**src/rtl/el2_lsu_idle_ctl.sv**
```systemverilog
// LSU quiescence controller: idle detection with hysteresis, TLU halt
// drain/acknowledge handshake, and a saturating gated-clock cycle counter.
module el2_lsu_idle_ctl #(
    parameter int IDLE_HYST = 4,
    parameter int EVT_W     = 16
) (
    input  logic             clk,
    input  logic             rst,
    input  logic             lsu_free_c2_clken,
    input  logic             dma_dccm_req,
    input  logic             lsu_bus_buffer_empty_any,
    input  logic             lsu_stbuf_empty_any,
    input  logic             halt_req,
    input  logic             cnt_clr,
    output logic             halt_ack,
    output logic             lsu_idle,
    output logic             wake,
    output logic [EVT_W-1:0] gated_cnt
);

    typedef enum logic [1:0] {
        ACTIVE,
        DRAIN,
        IDLE,
        HALTED
    } state_t;

    localparam logic [7:0] HYST_M1 = 8'(IDLE_HYST - 1);

    state_t     state;
    state_t     nxt;
    logic [7:0] q;
    logic       busy;
    logic       hyst_met;

    assign busy = lsu_free_c2_clken | dma_dccm_req |
                  ~lsu_bus_buffer_empty_any | ~lsu_stbuf_empty_any;

    assign hyst_met = ~busy & (q == HYST_M1);

    // A dropped halt request always wins: never acknowledge a halt nobody asked for.
    always_comb begin
        nxt = state;
        unique case (state)
            ACTIVE: begin
                if (halt_req)      nxt = DRAIN;
                else if (hyst_met) nxt = IDLE;
            end
            DRAIN: begin
                if (!halt_req)     nxt = ACTIVE;
                else if (hyst_met) nxt = HALTED;
            end
            IDLE: begin
                if (busy)          nxt = halt_req ? DRAIN : ACTIVE;
                else if (halt_req) nxt = HALTED;
            end
            HALTED: begin
                if (!halt_req)     nxt = ACTIVE;
                else if (busy)     nxt = DRAIN;
            end
            default:               nxt = ACTIVE;
        endcase
    end

    always_ff @(posedge clk) begin
        if (rst) begin
            state    <= ACTIVE;
            q        <= 8'd0;
            halt_ack <= 1'b0;
            lsu_idle <= 1'b0;
            wake     <= 1'b0;
        end else begin
            state    <= nxt;
            q        <= (busy || (nxt != state)) ? 8'd0 : q + 8'd1;
            halt_ack <= (nxt == HALTED);
            lsu_idle <= (nxt == IDLE);
            wake     <= (state == IDLE) && ((nxt == ACTIVE) || (nxt == DRAIN));
        end
    end

    always_ff @(posedge clk) begin
        if (rst || cnt_clr) begin
            gated_cnt <= '0;
        end else if (!lsu_free_c2_clken && !(&gated_cnt)) begin
            gated_cnt <= gated_cnt + EVT_W'(1);
        end
    end

endmodule

```
**config.mk**
```make
export PLATFORM = sky130hd
export DESIGN_NAME = el2_lsu_idle_ctl
export DESIGN_NICKNAME = d
export VERILOG_FILES = /design/src/rtl/el2_lsu_idle_ctl.sv
export SDC_FILE = /design/constraint.sdc
export NUM_CORES = 1
export LEC_CHECK = 0
export BUFFER_PORTS_ARGS = -buffer_cell sky130_fd_sc_hd__buf_2
export CORE_ASPECT_RATIO = 2
export CORE_MARGIN = 4
export CORE_UTILIZATION = 31
export DETAILED_ROUTE_END_ITERATION = 7
export GPL_TIMING_DRIVEN = 0
export PLACE_DENSITY = 0.59
export SLEW_MARGIN = 5
export SYNTH_ARGS = -nofsm -noshare
export SYNTH_HDL_FRONTEND = slang
export SYNTH_SLANG_ARGS = --single-unit
```
**constraint.sdc**
```tcl
create_clock -name clk -period 2.4 [get_ports clk]
set_clock_uncertainty 0.2 [all_clocks]
set_input_delay 0.72 -clock clk [delete_from_list [all_inputs] [get_ports clk]]
set_output_delay 0.72 -clock clk [all_outputs]
set_load 0.1 [all_outputs]
```
==> run summary <==
In this run the worst path has a maximum fanout of 10. Clock tree synthesis selected as its root buffer the cell clkbuf_8. Total power for the finished layout comes to 0.000923 W. The initial standard-cell utilization of the core is 32.4%. For the worst-skew pair, the clock arrives at the later sink with an insertion delay of 0.28 ns. The worst max-slew margin expressed relative to the limit is 63.5%. The tools report the number of buffers inserted for hold repair after clock tree synthesis as 0.

After the last flow step, the layout net total stands at 195. The final critical path time including I/O delays and setup came out at 2.22 ns. The tools report the initial antenna violation count as 0. For the final worst slack, the log shows 0.182 ns. The number of antenna diodes in the final layout is 0. The flow ran to the end, and the final reports show no timing, DRC or antenna violations. The max-slew violation total from the final report was 0; the final RePlAce weighted congestion was 0.753. The number of vias per cell after detailed routing was 5.31. The top flip-flop cell by instance count after synthesis is dfxtp_1. The startpoint identified for the worst hold timing path is gated_cnt[5]. The number of nets handed over by synthesis was 163.

The number of enable flip-flop cells after synthesis is 0. The run gives 2.41 ns as the required time at the endpoint of the critical path. The number of standard-cell rows in the floorplan came out at 33. The ratio of cells with drive above 1 in the final layout is 32.8%, and the maximum clock path buffer count is 2. After routing the design area is 1650 µm². The run gives 5.50 mm as the global-route wire length before repair.

Class of the worst hold path: reg -> reg. 27 I/O pins were placed. At the pin with the least slew margin, the transition time is 0.543 ns. The internal portion of the total power is 0.000695 W. The die extent in x came out at 54.7 µm. The worst setup path is of the in -> reg kind. For the part of the power in combinational logic, the log shows 4.0%. Data arrives at the worst endpoint at 2.23 ns. After synthesis, the share of flip-flops with an asynchronous set or reset is 0%. TritonCTS built the clock tree.

The slowest stage of the critical path is the or4_4 cell. The floorplan step defined a die boundary enclosing 5540 µm². Synthesis instantiated 32 different standard cells from the library. For this run the aggregate overflow at the end of global routing stands at 0.

After routing, the total negative slack on setup checks comes to 0 ns. The register bit count reported by yosys was 29. In the layout the commonest cells are buf_2 (29), a21oi_1 (16), dfxtp_1 (15). The run gives 0 as the number of failing setup endpoints in the final timing report. The synthesized instance count was 153. The ratio of final minimum period to clock period works out to 92.4%. The sequential fraction of design power was 52.7%; the area added between synthesis and finish was 22.2%. The mean instance size in the synthesized netlist came out at 8.83 µm². The tools report the core footprint as 4170 µm². Leaving out fill and tap cells, the most frequent cell in the layout is buf_2.

The clock transition at the registers of the reported paths came out at 0.07 ns. From bottom edge to top edge, the die measures 101 µm. Dividing the detail-routed wire length by the instance count gives 13.9 µm. STA classifies the critical path endpoint as a flop. The total power divided by cell area came out at 559 nW/µm². Net switching is 24.7% of the power. Before antenna repair, the detailed router went through 4 iterations. The via count of the first global-routing pass was 1219; the overall global routing resource usage was 13.7%. Detailed routing inserted a total of 1264 vias. Yosys printed 0 warnings. For this block, the routed nets add up to 3.32 mm of wire.

The timing startpoint of the critical path was lsu_free_c2_clken. The highest clock rate was 451 MHz. Setup repair after global routing left no endpoint under its margin. By instance count, the cell type seen most on the critical path is buf_2. The analysis attributes to net switching a power of 0.000228 W.

The clock sink count is 29. The worst setup path is launched from an input pin. The count of endpoints failing hold in the final timing report came out at 0. Across the VDD grid, the largest voltage drop is 0.321 mV.

In this run the remaining antenna-violating nets after routing total 0. The logs give 0.279 ns for the tightest hold margin and 1350 µm² for the synthesized area. After the first detailed-routing iteration, the DRC count stood at 18.

In this run the post-CTS setup repair buffer count came out at 0. Of the synthesized area, sequential elements account for 43.0%. The number of CTS-inserted buffers was 5; the total of fill cells in the finished design was 436. The placed wire-length estimate after detailed placement is 2.50 mm. The largest net degree at the start of global routing was 11.

For this design the static power due to leakage is 0.598 nW. In this run the critical register-to-register path is launched from gated_cnt[7]. Clock share of power: 43.3%. The count of buffers from port buffering was 25; the peak per-stage delay on the critical path was 0.55 ns. Across the run, the number of max-cap violations was 0. The run gives 0 as the detailed-route DRC error count. The clock tree synthesis step divided the H-tree into 2 levels. Setup slack at placement: -0.120 ns. Walking the worst path, the cells encountered are buf_2 -> or4_4 -> or4b_1 -> buf_2 -> nor2_1. After detailed placement, the total cell area comes to 1560 µm².
[power groups by stage]
stage          clock network [W]  registers [W]  logic (W)
4_1_cts                 0.000416       0.000486  0.0000376
6_report                0.000400       0.000486  0.0000372
3_3_place_gp                   0       0.000497  0.0000379
5_1_grt                 0.000436       0.000486  0.0000411
3_5_place_dp                   0       0.000497  0.0000376
2_1_floorplan                  0       0.000504  0.0000160
[logic make-up (layout without fill, tap and decap cells)]
group	Yosys count	in the layout	synth area share, %
simple gates	75	75	34.0
flops	29	29	43.0
fa+ha+maj	2	2	1.85
buf+inv	10	43	3.15
mux	1	1	0.741
xor+xnor	5	5	3.24
compound gates	31	31	14.1
[synth_stat cells, types with 2 or more instances]
| cell | instances | area share, % |
|---|---|---|
| nor3_1 | 3 | 1.1 |
| or3_1 | 3 | 1.4 |
| inv_1 | 4 | 1.1 |
| a21oi_1 | 16 | 5.9 |
| nor2_1 | 9 | 2.5 |
| nand2b_1 | 5 | 2.3 |
| and3_1 | 2 | 0.93 |
| nand3_1 | 12 | 4.4 |
| or2_2 | 3 | 1.4 |
| dfxtp_1 | 29 | 43 |
| nor2b_1 | 2 | 0.93 |
| o21ai_0 | 2 | 0.74 |
| nor4_1 | 6 | 2.8 |
| or4_4 | 2 | 1.7 |
| nand4_1 | 2 | 0.93 |
| nand2_1 | 6 | 1.7 |
| o31ai_1 | 10 | 5.6 |
| buf_2 | 4 | 1.5 |
| or3_2 | 2 | 1.1 |
| or4_1 | 10 | 5.6 |
| ha_1 | 2 | 1.9 |
| clkbuf_1 | 2 | 0.56 |
| nor3b_1 | 3 | 1.7 |
| xor2_1 | 5 | 3.2 |
| o21a_1 | 2 | 1.1 |
[final cells by class]
cell class              count  area (µm²)  area share [%]
flip-flops and latches     29         598            36.2
repair buffers             25         125            7.58
multi-input cells         114         734            44.5
plain buffers               6        27.5            1.67
clock buffers               5        68.8            4.17
clock inverters             3        17.5            1.06
inverters                   4        15.0           0.909
well taps                  52        65.1            3.94
[critical path, delay by kind of cell]
kind / cells / cell delay (ns)
buf+inv: 2 / 0.34
simple gates: 3 / 1.17
[path summary, 6_finish.rpt]
kind | slack (ns) | to | cells after the start
setup / recovery | 0.18 | q[6] | 5
hold / removal | 0.28 | gated_cnt[5] | 2
setup reg to reg | 0.22 | gated_cnt[1] | 6
hold reg to reg | 0.28 | gated_cnt[5] | 2
[what timing repair did]
item | 4_1_cts | 5_1_grt
gates resized for setup | 0 | 1
endpoints found under the setup margin | 0 | 1
hold endpoints to repair | 0 | 0
[flip-flops by register name, indices dropped and copies added, names as in the netlist]
name and count:
gated_cnt 16, q 8, state 2, halt_ack 1, lsu_idle 1, wake 1
[through the flow]
step | util (%) | instances
after detailed placement | 37.4 | 230
after CTS | 39.5 | 238
after global routing | 39.6 | 238
after floorplan | - | 153
after global placement | 37.4 | 230
final | 39.6 | 238
[metal layers]
layer	track usage, %	vias to the layer above	wire length [µm]
met3	4.42	6	208
met5	0	-	0
li1	-	636	-
met2	22.6	32	1740
met1	14.0	590	1250
met4	8.83	0	114
(Power assumes the default switching activity.)
